## src/rtl/fc_layer_mac.sv

```systemverilog
// Fully-connected layer: N_OUT parallel MACs over an N_IN-element input stream,
// with requantised results streamed out one neuron per valid/ready beat.
module fc_layer_mac #(
  parameter int unsigned DATA_W = 8,
  parameter int unsigned ACC_W  = 24,
  parameter int unsigned BIAS_W = 16,
  parameter int unsigned N_IN   = 8,
  parameter int unsigned N_OUT  = 4,
  parameter int unsigned SHIFT  = 4,
  parameter int unsigned RELU   = 1
) (
  input  logic                                   clk,
  input  logic                                   rst_n,
  input  logic                                   cfg_we,
  input  logic [$clog2(N_OUT*N_IN+N_OUT)-1:0]    cfg_addr,
  input  logic [BIAS_W-1:0]                      cfg_data,
  input  logic                                   in_valid,
  output logic                                   in_ready,
  input  logic signed [DATA_W-1:0]               in_data,
  output logic                                   out_valid,
  input  logic                                   out_ready,
  output logic signed [DATA_W-1:0]               out_data,
  output logic [((N_OUT > 1) ? $clog2(N_OUT) : 1)-1:0] out_idx,
  output logic                                   busy
);

  localparam int unsigned N_W    = N_OUT * N_IN;
  localparam int unsigned ADDR_W = $clog2(N_W + N_OUT);
  localparam int unsigned IDX_W  = (N_OUT > 1) ? $clog2(N_OUT) : 1;
  localparam int unsigned CNT_W  = $clog2(N_IN);
  localparam int unsigned PROD_W = 2 * DATA_W;

  localparam logic signed [ACC_W-1:0] Q_MAX = ACC_W'((1 << (DATA_W - 1)) - 1);
  localparam logic signed [ACC_W-1:0] Q_MIN = ~Q_MAX;

  localparam logic [1:0] S_IDLE  = 2'd0;
  localparam logic [1:0] S_ACCUM = 2'd1;
  localparam logic [1:0] S_DRAIN = 2'd2;

  logic [1:0]               r_state;
  logic [1:0]               w_state_nxt;
  logic [CNT_W-1:0]         r_in_cnt;
  logic [IDX_W-1:0]         r_out_cnt;
  logic [IDX_W-1:0]         w_out_cnt_inc;
  logic                     r_in_ready;
  logic                     r_out_valid;
  logic signed [DATA_W-1:0] r_out_data;
  logic                     r_busy;

  logic signed [DATA_W-1:0] r_w   [N_OUT][N_IN];
  logic signed [BIAS_W-1:0] r_b   [N_OUT];
  logic signed [ACC_W-1:0]  r_acc [N_OUT];
  logic signed [ACC_W-1:0]  w_acc_nxt [N_OUT];
  logic signed [PROD_W-1:0] w_prod    [N_OUT];

  logic w_accept;
  logic w_take;
  logic w_last_in;
  logic w_last_out;

  assign w_accept      = in_valid & r_in_ready;
  assign w_take        = r_out_valid & out_ready;
  assign w_last_in     = (r_in_cnt == CNT_W'(N_IN - 1));
  assign w_last_out    = (r_out_cnt == IDX_W'(N_OUT - 1));
  assign w_out_cnt_inc = r_out_cnt + 1'b1;

  assign in_ready  = r_in_ready;
  assign out_valid = r_out_valid;
  assign out_data  = r_out_data;
  assign out_idx   = r_out_cnt;
  assign busy      = r_busy;

  // Requantise: arithmetic shift, optional ReLU, saturate to DATA_W
  function automatic logic signed [DATA_W-1:0] f_q(input logic signed [ACC_W-1:0] a);
    logic signed [ACC_W-1:0] s;
    s = a >>> SHIFT;
    if ((RELU != 0) && s[ACC_W-1]) s = '0;
    if (s > Q_MAX)      s = Q_MAX;
    else if (s < Q_MIN) s = Q_MIN;
    return s[DATA_W-1:0];
  endfunction

  always_ff @(posedge clk or negedge rst_n) begin
    if (!rst_n) r_state <= S_IDLE;
    else        r_state <= w_state_nxt;
  end

  always_comb begin
    w_state_nxt = r_state;
    case (r_state)
      S_IDLE:  if (w_accept) w_state_nxt = S_ACCUM;
      S_ACCUM: if (w_accept && w_last_in) w_state_nxt = S_DRAIN;
      S_DRAIN: if (w_take && w_last_out) w_state_nxt = S_IDLE;
      default: w_state_nxt = S_IDLE;
    endcase
  end

  // First accept of a vector seeds each accumulator with its bias
  always_comb begin
    for (int o = 0; o < N_OUT; o++) begin
      w_prod[o]    = $signed(in_data) * r_w[o][r_in_cnt];
      w_acc_nxt[o] = ((r_state == S_IDLE) ? ACC_W'(r_b[o]) : r_acc[o]) + ACC_W'(w_prod[o]);
    end
  end

  // Weight/bias memory: writable only while idle, not reset
  always_ff @(posedge clk) begin
    if (cfg_we && (r_state == S_IDLE)) begin
      for (int o = 0; o < N_OUT; o++) begin
        for (int i = 0; i < N_IN; i++) begin
          if (cfg_addr == ADDR_W'(o * N_IN + i)) r_w[o][i] <= cfg_data[DATA_W-1:0];
        end
        if (cfg_addr == ADDR_W'(N_W + o)) r_b[o] <= cfg_data;
      end
    end
  end

  always_ff @(posedge clk or negedge rst_n) begin
    if (!rst_n) begin
      r_in_cnt    <= '0;
      r_out_cnt   <= '0;
      r_in_ready  <= 1'b1;
      r_out_valid <= 1'b0;
      r_out_data  <= '0;
      r_busy      <= 1'b0;
      for (int o = 0; o < N_OUT; o++) r_acc[o] <= '0;
    end else begin
      r_in_ready <= (w_state_nxt != S_DRAIN);
      r_busy     <= (w_state_nxt != S_IDLE);
      if (w_accept) begin
        for (int o = 0; o < N_OUT; o++) r_acc[o] <= w_acc_nxt[o];
        r_in_cnt <= w_last_in ? '0 : r_in_cnt + 1'b1;
      end
      // Neuron 0 is requantised straight from the final MAC result
      if (w_accept && w_last_in) begin
        r_out_valid <= 1'b1;
        r_out_data  <= f_q(w_acc_nxt[0]);
        r_out_cnt   <= '0;
      end else if (w_take) begin
        if (w_last_out) begin
          r_out_valid <= 1'b0;
          r_out_cnt   <= '0;
        end else begin
          r_out_cnt  <= w_out_cnt_inc;
          r_out_data <= f_q(r_acc[w_out_cnt_inc]);
        end
      end
    end
  end

endmodule

```

## config.mk

```make
export PLATFORM = sky130hd
export DESIGN_NAME = fc_layer_mac
export DESIGN_NICKNAME = d
export VERILOG_FILES = /design/src/rtl/fc_layer_mac.sv
export SDC_FILE = /design/constraint.sdc
export NUM_CORES = 2
export LEC_CHECK = 0
export ABC_CLOCK_PERIOD_IN_PS = 7400
export CAP_MARGIN = 20
export CORE_MARGIN = 4
export CORE_UTILIZATION = 59
export CTS_CLUSTER_SIZE = 28
export DETAILED_ROUTE_END_ITERATION = 8
export GPL_ROUTABILITY_DRIVEN = 0
export PLACE_DENSITY_LB_ADDON = 0.25
export SETUP_SLACK_MARGIN = 0.02
export SLEW_MARGIN = 0
export SYNTH_ARGS = -nofsm -noshare
export SYNTH_HDL_FRONTEND = slang
export SYNTH_SLANG_ARGS = --single-unit
```

## constraint.sdc

```tcl
create_clock -name clk -period 7.4 [get_ports clk]
set_clock_uncertainty 0.05 [all_clocks]
set_input_delay 1.48 -clock clk [delete_from_list [all_inputs] [get_ports clk]]
set_output_delay 1.48 -clock clk [all_outputs]
set_load 0.005 [all_outputs]
```

==> reports/metrics.cfg <==
[finish]
drive_gt1_share_pct = 11.46
nets = 3687
num_antenna_cells = 0
syn2layout_area_growth_pct = 11.15
nFillCells = 4140

[clocking]
cts_buffer_depth = 3
cts_tree = built
clockRootBuffer = clkbuf_16
path_clk_slew_ns = 0.06
worstSkewPairLatency_ns = 0.62
cts_sinks = 434
ctsHoldBuffers = 0
htreeDepth = 2
cts_buffers = 48

[die]
core-area_sq_um = 57700
std_cell_rows = 88
die-area_sq_um = 62130
die_h_um = 249.3
design.portCount = 48
initial_core_util_pct = 59.52
die_w_um = 249.3

[global_routing]
grt_antenna_before_repair = 1
grt_max_degree = 106
grt_pass1_vias = 24035
grt_usage_pct = 27.25
grt_pass1_wl_mm = 133.4
grt_overflow_total = 0

[status]
run_status = finished, final reports clean

[timing]
tightest_slew_ns = 1.120
whs_ns = 0.4237
max_freq_ghz = 0.1416
fin_crit_sh_pct = 95.45
fin_crit_ns = 7.063
hold_viol_final = 0
relSlewSlack_pct = 25.36
finalSetupViolations = 0
drv_slew = 0
rsz0062_at_grt = no

[logic_synthesis]
synth_seq_area_share_pct = 36.29
netlist.top_cell.by_area = edfxtp_1
synthesis.nets = 3554
synth_seq_cells = 434
synth_area_per_cell_sq_um = 11.91
synth_warnings = 0
yosys-top-cells-area = edfxtp_1 (28%), fa_1 (24%), dfrtp_1 (8.2%)
synth_top_flop_cell = edfxtp_1
synth-async-reset-ratio_pct = 26.27
synthCells = 2884
synth_top_area_share_pct = 27.98
netlist_area_sq_um = 34340
yosysUniqueCellTypes = 69
synth_edf_count = 320

[worst_setup_path]
cpPeakStageDelay_ns = 0.56
worst-path-max-fanout = 19
worst_setup_path_start_kind = primary input
crit_top_cell = fa_1
path_cells = clkdlybuf4s50_1 -> buf_12 -> and2_1 -> inv_1 -> buf_4 -> fa_1 -> inv_1 -> fa_1 -> fa_1 -> fa_1 -> ha_1 -> ha_1 -> nand3_1 -> o22ai_1 -> a311oi_2 -> o31ai_4 -> a21oi_1 -> o21a_1 -> nor4b_1 -> a31oi_1
ff2ff_path_depth = 23
arrival_ns = 7.46
path_class = in2reg
cp-end-kind = flip-flop
crit_required_ns = 7.79
cp_slowest_cell = fa_1

[route]
wl_met2_mm = 40.42
wl_met3_mm = 5.946
avgRoutedWirePerCell_um = 21.67
via_per_inst = 5.875
routed.top_layer = met5
drc = 0
wirelength_mm = 82.74
vias = 22430
first_pass_iters = 5
wl_met1_mm = 33.54
antenna_left = 0
drt_iter0_markers = 1863

[place]
portBuffers = 47
hpwlAfterDp_mm = 61.68

[min_path]
hold_path_class = reg2reg
worst_hold_path.num_cells = 2

[flow_run]
cap_violations = 0

## critical path: cells and delay by family
family	cells	cell delay, ns
buf+inv	5	1.06
simple gates	3	0.76
fa+ha+maj	6	2.71
compound gates	6	1.40
## path summary, 6_finish.rpt
check,from,to,slack [ns]
setup / recovery,in_data[7],out_data[5],0.34
setup reg to reg,r_in_cnt[0],r_acc[22],0.35
max in group asynchronous,rst_n,r_acc[23],5.10
hold reg to reg,r_acc[51],r_acc[51],0.42
min in group asynchronous,rst_n,r_acc[67],0.99
hold / removal,r_acc[51],r_acc[51],0.42
## logic make-up (layout without fill, tap and decap cells)
logic type                 after synthesis  after routing  share of synthesized area, %
xor gates and xnor gates                84             84                         2.142
muxes                                  164            164                         7.477
buffers and inverters                  561            730                         6.161
and+or+nand+nor                        689            689                         9.772
adders and majority gates              635            635                         32.23
DFF                                    434            434                         36.29
AOI/OAI and AO/OA                      317            317                         5.924
## routing by layer
metal / GRT usage (%) / vias up
li1: - / 9900
met1: 37.42 / 11541
met2: 44.93 / 826
met3: 4.667 / 161
met4: 8.926 / 2
met5: 0 / -
## through the flow
step	setup TNS [ns]	util (%)	setup WS [ns]	area, sq um	instances
5_1_grt	0	66.16	0.1108	38170	3818
3_3_place_gp	0	63.32	0.0008140	36530	3727
3_5_place_dp	-1.708	63.32	-0.2369	36530	3727
2_1_floorplan	0	-	0.1150	34340	2884
6_report	0	66.16	0.3371	38170	3818
4_1_cts	0	66.06	0.2163	38110	3813
## synthesized netlist by cell type, types with 7 or more instances
library cell and instances:
a211oi_1 9, a21o_1 27, a21oi_1 88, a31oi_1 23, and2_1 27, buf_1 10, buf_2 8, clkbuf_1 75
dfrtp_1 113, edfxtp_1 320, fa_1 416, ha_1 219, inv_1 468, mux2_2 20, mux2i_1 72, mux4_2 72
nand2_1 313, nand2b_1 20, nand3_1 20, nor2_1 73, nor2b_1 107, nor3_1 21, nor4_1 21, o21a_1 10
o21ai_0 87, o221a_2 7, o31ai_1 15, or2_2 28, or3_1 26, xnor2_1 61, xor2_1 23
## registers in the layout, summed over array words and instances (netlist names)
register	count
out_data	8
r_acc	96
r_in_cnt	3
out_valid	1
r_b	64
r_state	2
busy	1
r_w	256
in_ready	1
out_idx	2
## layout by cell type (no fill, tap or decap), types with 50 or more instances in the layout
cell | Yosys | routed
nand2_1 | 313 | 310
edfxtp_1 | 320 | 320
o21ai_0 | 87 | 86
buf_4 | 0 | 117
dfrtp_1 | 113 | 111
ha_1 | 219 | 219
clkbuf_16 | 0 | 50
inv_1 | 468 | 468
nor2b_1 | 107 | 107
mux2i_1 | 72 | 71
xnor2_1 | 61 | 61
a21oi_1 | 88 | 88
nor2_1 | 73 | 72
mux4_2 | 72 | 72
fa_1 | 416 | 416
## cell type report
cell class,instances,area [sq um],share of cell area (%)
Clock inverter,22,237.7,0.6228
Timing Repair Buffer,176,1599,4.189
Sequential cell,434,12470,32.66
Clock buffer,64,1344,3.521
Inverter,468,1757,4.602
Tap cell,765,957.2,2.508
Multi-Input combinational cell,1889,19810,51.89
## repair_timing
action | CTS | global route
hold endpoints to repair | 0 | 0
setup endpoints to repair | 0 | 12
resized for setup | 0 | 6
setup buffers | 0 | 5
Power is not shown: default switching activity piles up to over one toggle a cycle in this logic, so the estimate is an artifact.
